`config.mk`:
```
export PLATFORM = sky130hd
export DESIGN_NAME = board_drop
export DESIGN_NICKNAME = d
export VERILOG_FILES = /design/src/rtl/board_drop.sv
export SDC_FILE = /design/constraint.sdc
export NUM_CORES = 1
export LEC_CHECK = 0
export CORE_MARGIN = 2
export CORE_UTILIZATION = 53
export CTS_CLUSTER_SIZE = 14
export DETAILED_ROUTE_END_ITERATION = 7
export PLACE_DENSITY = 0.88
export REMOVE_ABC_BUFFERS = 1
export SKIP_LAST_GASP = 1
export SLEW_MARGIN = 20
export SYNTH_ARGS = -nofsm -noshare
export SYNTH_HDL_FRONTEND = slang
export SYNTH_SLANG_ARGS = --single-unit
```
`constraint.sdc`:
```
create_clock -name clk -period 4.77 [get_ports clk]
set_input_delay 1.1925 -clock clk [delete_from_list [all_inputs] [get_ports clk]]
set_output_delay 1.1925 -clock clk [all_outputs]
set_load 0.01 [all_outputs]
```
`src/rtl/board_drop.sv`:
```
// board_drop: drops a piece into a column of a ROWS x COLS board, scanning up from row 0
// for the first empty cell; reports placement, rejection, landing row and fullness.
module board_drop #(
    parameter int ROWS = 6,
    parameter int COLS = 7
) (
    input  logic                     clk,
    input  logic                     reset,
    input  logic                     move_valid,
    input  logic [2:0]               column,
    input  logic                     player,
    output logic                     move_ready,
    output logic                     move_done,
    output logic                     move_rejected,
    output logic [2:0]               last_row,
    output logic [2*ROWS*COLS-1:0]   board,
    output logic                     board_full
);
    typedef enum logic [1:0] {IDLE, SCAN, DONE, REJECT} state_t;
    state_t     state;
    logic [2:0] col_q;
    logic       player_q;
    logic [2:0] row;
    int         idx;
    logic [1:0] cur;
    always_comb begin
        idx = int'(row) * COLS + int'(col_q);
        cur = board[2*idx +: 2];
    end
    always_comb begin
        board_full = 1'b1;
        for (int i = 0; i < ROWS*COLS; i++)
            board_full = board_full & (|board[2*i +: 2]);
    end
    assign move_ready = (state == IDLE);
    always_ff @(posedge clk) begin
        if (reset) begin
            state         <= IDLE;
            board         <= '0;
            last_row      <= '0;
            move_done     <= 1'b0;
            move_rejected <= 1'b0;
            col_q         <= '0;
            player_q      <= 1'b0;
            row           <= '0;
        end else begin
            move_done     <= 1'b0;
            move_rejected <= 1'b0;
            case (state)
                IDLE: if (move_valid) begin
                    if (32'(column) < COLS) begin
                        col_q    <= column;
                        player_q <= player;
                        row      <= '0;
                        state    <= SCAN;
                    end else begin
                        move_rejected <= 1'b1;
                        state         <= REJECT;
                    end
                end
                SCAN: if (cur == 2'b00) begin
                    // player 0 -> 01, player 1 -> 10
                    board[2*idx +: 2] <= {player_q, ~player_q};
                    last_row          <= row;
                    move_done         <= 1'b1;
                    state             <= DONE;
                end else if (row == 3'(ROWS-1)) begin
                    move_rejected <= 1'b1;
                    state         <= REJECT;
                end else begin
                    row <= row + 3'd1;
                end
                default: state <= IDLE;
            endcase
        end
    end
endmodule

```
## Word level (Yosys, flattened, before mapping)

Index checks and enable logic that the tools add are counted.
W data, S select, Z words.

| storage, ports and cells | value |
|---|---|
| bits in registers | 98 |
| input port bits | 7 |
| output and inout port bits | 91 |

| operators by class | value |
|---|---|
| add/sub/neg operators | 3 |
| multipliers | 1 |
| $lt $le $gt $ge | 1 |
| eq/ne operators | 7 |
| shift operators | 3 |
| mux-type cells | 17 |
| bitwise gates (word level) | 43 |
| reductions and logical operators | 50 |

Operators by type and width:

| operator | number |
|---|---|
| $reduce_or A2 Y1 | 43 |
| $bwmux W84 | 1 |
| $shift A2 B33 Y84 const A | 1 |
| $shiftx A2 B33 Y84 | 1 |
| $shiftx A84 B9 Y2 | 1 |
| $and A1 B1 Y1 | 41 |
| $neg A8 Y33 | 1 |
| $mux W3 | 4 |
| $mux W2 | 4 |
| $add A6 B3 Y7 | 1 |
| $mul A3 B3 Y6 const B | 1 |
| $ne A2 B2 Y1 const B | 3 |
| $pmux W3 S2 | 1 |
| $mux W1 | 5 |
| $reduce_and A5 Y1 | 1 |
| $logic_not A2 Y1 | 2 |
| $pmux W2 S2 | 1 |
| $reduce_and A2 Y1 | 2 |
| $add A3 B1 Y3 const B | 1 |
| $eq A3 B3 Y1 const B | 1 |
| $lt A3 B3 Y1 const B | 1 |
| $ne A3 B3 Y1 const B | 1 |
| $reduce_and A3 Y1 | 1 |
| $eq A2 B1 Y1 const B | 1 |
| other kinds (4) | 5 |

## Logic depth before layout (Yosys ltp)

| depth | value |
|---|---|
| word-level depth | 42 |
| depth in mapped cells | 19 |
| depth with buffers taken out | 18 |

## Least setup slack after synthesis

OpenSTA, ideal clock, no wires.

| path | value |
|---|---|
| kind | reg2reg |
| from | register row[1] |
| to | register board[65] |
| library setup time | 0.121 ns |
| arrival time | 4.091 ns |
| data required time | 4.649 ns |
| setup slack | 0.558 ns |
| stages on the path, launching flop included | 13 |
| period minus slack after synthesis | 4.212 ns |
| path through | dfxtp_1 -> fa_1 -> fa_1 -> inv_1 -> fa_1 -> buf_2 -> and3_1 -> o21ai_0 -> or4_4 -> a31oi_4 -> nand2_4 -> or3_4 -> mux2_4 |

| on the way | value |
|---|---|
| word-level cells in the longest chain between the ends | 5 |
| elaborated cells between the ends (all ways) | 9 |

Ends and longest elaborated chain:

| element | line | source |
|---|---|---|
| start: declaration | 23 | `logic [2:0] row;` |
| start signal: assignment | 71 | `row <= row + 3'd1;` |
| $mul A3 B3 Y6 (*) | 27 | `idx = int'(row) * COLS + int'(col_q);` |
| $add A6 B3 Y7 (*) | 27 |  |
| $shiftx A84 B9 Y2 / $neg A8 Y33 (equally long branches) | 28, 63 |  |
| $logic_not A2 Y1, or another cell as far along | 61 | `SCAN: if (cur == 2'b00) begin` |
| $reduce_and A2 Y1 (no source line) / $bwmux W84 (equally long branches) | n/a |  |
| end signal: indexed assignment | 63 | `board[2*idx +: 2] <= {player_q, ~player_q};` |
| end: declaration | 16 | `output logic [2*ROWS*COLS-1:0] board,` |

Every way passes the cells marked *; elsewhere a longest branch is shown, timed or not.
A chain may end at the register's enable or synchronous reset.

## Worst setup path in the final report

| path | value |
|---|---|
| from | register row[0] |
| to | register board[6] |

The elaborated chain is that of the path after synthesis.

==> reports/summary.json <==
{
  "power.density_cell_area": {"value": 328, "unit": "nW/um2"},
  "tritoncts.num_buffers": {"value": 9},
  "cts_num_sinks": {"value": 98},
  "max_slew.worst_pin.slew": {"value": 0.881, "unit": "ns"},
  "first_global_vias": {"value": 5390},
  "detail_route.wl_per_cell": {"value": 21.7, "unit": "um"},
  "drt-initial-drc-count": {"value": 534},
  "detail_route.drc_violations": {"value": 0},
  "final_layout_size_suffix_gt1_share": {"value": 16.0, "unit": "%"},
  "synth.yosys.warnings": {"value": 0},
  "worstPathBufferInverterCount": {"value": 2},
  "avgSynthCellArea": {"value": 8.62, "unit": "um2"},
  "multi_input_area": {"value": 3230, "unit": "um2"},
  "gp_routability_congestion": {"value": 0.996},
  "crit_top_cell": {"value": "fa_1"},
  "initial_core_util": {"value": 54.8, "unit": "%"},
  "grtUsageTotal": {"value": 35.4, "unit": "%"},
  "layout_common_cells": {"value": "nand2_1, clkdlybuf4s50_1, dfxtp_1"},
  "final_cell_area": {"value": 7020, "unit": "um2"},
  "synth-main-ff-cell": {"value": "dfxtp_1"},
  "cp.arrival": {"value": 4.85, "unit": "ns"},
  "worstSetupPathType": {"value": "reg2reg"},
  "holdCritPathClass": {"value": "reg2reg"},
  "dr_total_vias": {"value": 5589},
  "drtAntennaViolNets": {"value": 0},
  "dp.final_hpwl": {"value": 14800, "unit": "um"},
  "period_needed": {"value": 4.54, "unit": "ns"},
  "flow.area_growth_from_synthesis": {"value": 30.4, "unit": "%"},
  "worst_path_max_delay_cell": {"value": "fa_2"},
  "timing.final.hold_violations": {"value": 0},
  "crit_required": {"value": 5.08, "unit": "ns"},
  "cell_count_of_the_worst_hold_path": {"value": 2},
  "r2r-end": {"value": "board[6]"},
  "crit_family": {"value": "adder cells"},
  "htree_levels": {"value": 3},
  "num_rows": {"value": 36},
  "timing.max_cap.violations": {"value": 0},
  "timing.critical_path.to_type": {"value": "flop"},
  "grt_overflow": {"value": 0},
  "buffer_ports.inserted": {"value": 97},
  "rsz_0062_raised_after_global_routing": {"value": "false"},
  "clock-skew-final": {"value": 0.00878, "unit": "ns"},
  "placedInstanceArea": {"value": 6780, "unit": "um2"},
  "cp-endpoint": {"value": "board[6]"},
  "clk-insertion-delay-late": {"value": 0.39, "unit": "ns"},
  "cts_tree": {"value": "built"},
  "detailedRoute.firstPassIterationCount": {"value": 5},
  "fp.coreArea": {"value": 9820, "unit": "um2"},
  "setup.worst_path.start_class": {"value": "flop"},
  "fin_tns_setup": {"value": 0, "unit": "ns"},
  "die_w": {"value": 105, "unit": "um"},
  "synth_cell_type_count": {"value": 69},
  "finalNetCount": {"value": 781},
  "fill_cells": {"value": 789},
  "timing.critical_path.slowest_cell_delay": {"value": 0.67, "unit": "ns"},
  "finalMaxSlewViolations": {"value": 0},
  "io_pins": {"value": 98},
  "startpoint_of_the_lowest_slack_register_to_register_path": {"value": "row[0]"},
  "drt-vias-per-instance": {"value": 6.25},
  "yosysSeqAreaShare": {"value": 36.5, "unit": "%"},
  "post_route_clock_period_utilization": {"value": 95.2, "unit": "%"},
  "worst-path-stages": {"value": 12},
  "max-slew-margin-rel": {"value": 41.2, "unit": "%"},
  "timing.critical_path.fanout_max": {"value": 14},
  "r2r.worst_path.cells": {"value": 12},
  "cp_cell_sequence": {"value": "fa_1 -> fa_1 -> inv_1 -> fa_2 -> mux4_2 -> mux2_2 -> a2111o_1 -> nand2_1 -> nand2_2 -> buf_4 -> nand3_1 -> mux2i_1"},
  "synth_enable_flop_cells": {"value": 0},
  "ff_latch_area": {"value": 1960, "unit": "um2"},
  "synth-seq-cells": {"value": 98},
  "cts-hold-fix-buffers": {"value": 0},
  "fp.dieArea": {"value": 11000, "unit": "um2"},
  "cts-root-to-sink-buffers": {"value": 2},
  "mostFrequentLayoutCell": {"value": "nand2_1"},
  "p_leak": {"value": 2.73, "unit": "nW"},
  "async_reset_ff_share": {"value": 0, "unit": "%"},
  "postSynthCellCount": {"value": 624},
  "worst_setup_hold_path_clk_slew": {"value": 0.09, "unit": "ns"},
  "fmax": {"value": 0.220, "unit": "GHz"},
  "die_height": {"value": 105, "unit": "um"},
  "setup_violations": {"value": 0},
  "timing.reg2reg.setup_slack": {"value": 0.23, "unit": "ns"},
  "irDropWorstVdd": {"value": 0.257, "unit": "mV"},
  "critical_path.startpoint": {"value": "row[0]"},
  "insertedDiodeCount": {"value": 0},
  "drt-total-wl": {"value": 19400, "unit": "um"},
  "grt_pass1_wl": {"value": 29900, "unit": "um"},
  "syn_area": {"value": 5380, "unit": "um2"},
  "cts-root-buf": {"value": "clkbuf_8"},
  "grt_start_max_net_pins": {"value": 50},
  "antenna_found_initial": {"value": 0},
  "run_status": {"value": "complete, no violations"}
}
==> synthesized netlist by cell type (2+ instances only) <==
cell / number / area, um2
nand3_1: 34 / 170
fa_1: 4 / 80.1
a31o_2: 6 / 52.6
buf_6: 2 / 22.5
nor2b_1: 10 / 62.6
buf_4: 2 / 15.0
mux2_2: 6 / 67.6
nand4_1: 9 / 56.3
ha_1: 13 / 163
nor4_1: 13 / 81.3
nor3_1: 30 / 150
nor2_1: 64 / 240
o21ai_0: 8 / 40.0
mux4_2: 4 / 90.1
and4_1: 2 / 17.5
o221a_2: 3 / 33.8
a2111oi_0: 5 / 43.8
clkinv_1: 2 / 7.51
or3_1: 5 / 31.3
xor2_1: 2 / 17.5
nor4b_1: 2 / 17.5
o211a_1: 2 / 20.0
a211oi_1: 5 / 37.5
or2_2: 5 / 31.3
o311ai_0: 3 / 26.3
nor3_2: 5 / 50.1
and2_1: 2 / 12.5
inv_1: 11 / 41.3
a21oi_2: 2 / 17.5
a41oi_1: 2 / 17.5
and3_1: 6 / 37.5
dfxtp_1: 98 / 1960
a31oi_1: 6 / 37.5
mux2i_1: 70 / 701
or4_1: 3 / 22.5
xnor2_1: 5 / 43.8
a21oi_1: 9 / 45.0
nand2b_1: 4 / 25.0
buf_2: 5 / 25.0
clkbuf_1: 21 / 78.8
nand2_1: 102 / 383
o21ba_2: 2 / 20.0
o22ai_1: 4 / 25.0
==> area by class of cell <==
type | count | area share [%]
tap | 133 | 2.37
clock inverter | 6 | 1.28
multi-input combinational | 481 | 46.0
timing repair buffer | 153 | 19.8
clock buffer | 9 | 1.77
inverter | 14 | 0.749
sequential | 98 | 28.0
==> state kept, by name, summed over array words and instances, names as in the netlist <==
register and cells:
move_rejected 1, move_done 1, player_q 1, last_row 3, state 2, col_q 3
board 84, row 3
==> worst min-delay path: cells and delay by family (launching register included) <==
| family | cells | cell delay (ns) |
|---|---|---|
| and+or+nand+nor | 1 | 0.06 |
| muxes | 1 | 0.05 |
| DFF | 1 | 0.33 |
==> report_power, final <==
part / internal (mW) / leakage, nW / total [mW] / switching, mW
Combinational: 0.299 / 1.83 / 0.864 / 0.565
Sequential: 0.826 / 0.791 / 0.839 / 0.0127
Clock: 0.295 / 0.106 / 0.601 / 0.306
==> cell families (layout without fill, tap and decap cells) <==
| family | after synthesis | in the layout | synth area share, % |
|---|---|---|---|
| and+or+nand+nor | 304 | 304 | 27.3 |
| DFF | 98 | 98 | 36.5 |
| muxes | 81 | 81 | 16.2 |
| AOI/OAI and AO/OA | 72 | 72 | 10.7 |
| buffers and inverters | 45 | 182 | 3.68 |
| adders and majority gates | 17 | 17 | 4.51 |
| xor gates and xnor gates | 7 | 7 | 1.14 |
==> through the flow <==
| stage | total power, mW | hold slack, ns | utilization, % | worst slack, ns | cells |
|---|---|---|---|---|---|
| floorplan | 1.29 | 0.480 | - | -0.222 | 593 |
| global placement | 1.66 | 0.458 | 69.0 | 0.178 | 877 |
| detailed placement | 1.67 | 0.452 | 69.0 | 0.0789 | 877 |
| CTS | 2.26 | 0.484 | 71.2 | 0.0563 | 892 |
| global route | 2.38 | 0.505 | 71.5 | 0.0649 | 894 |
| finish | 2.30 | 0.482 | 71.5 | 0.227 | 894 |
==> layer usage <==
layer  global-route usage [%]  vias to the layer above  share of wire (%)
li1                         -                     2495                  -
met1                     42.2                     2684                 40
met2                     59.7                      350                 48
met3                     9.42                       60                8.7
met4                     15.4                        0                3.5
met5                        0                        -                  0
==> timing repair <==
action                                  in CTS  in global routing
resized for setup                            0                  5
endpoints found under the setup margin       0                 78
buffers inserted                             0                  2
==> how the worst min path moves through the flow <==
stage	start	end	slack, ns
6_report	board[20]	board[20]	0.48
5_1_grt	board[20]	board[20]	0.50
4_1_cts	board[20]	board[20]	0.48
3_5_place_dp	last_row[2]	last_row[2]	0.45
3_3_place_gp	board[26]	board[26]	0.46
2_1_floorplan	last_row[2]	last_row[2]	0.48
Power figures use the tool's default switching activity.
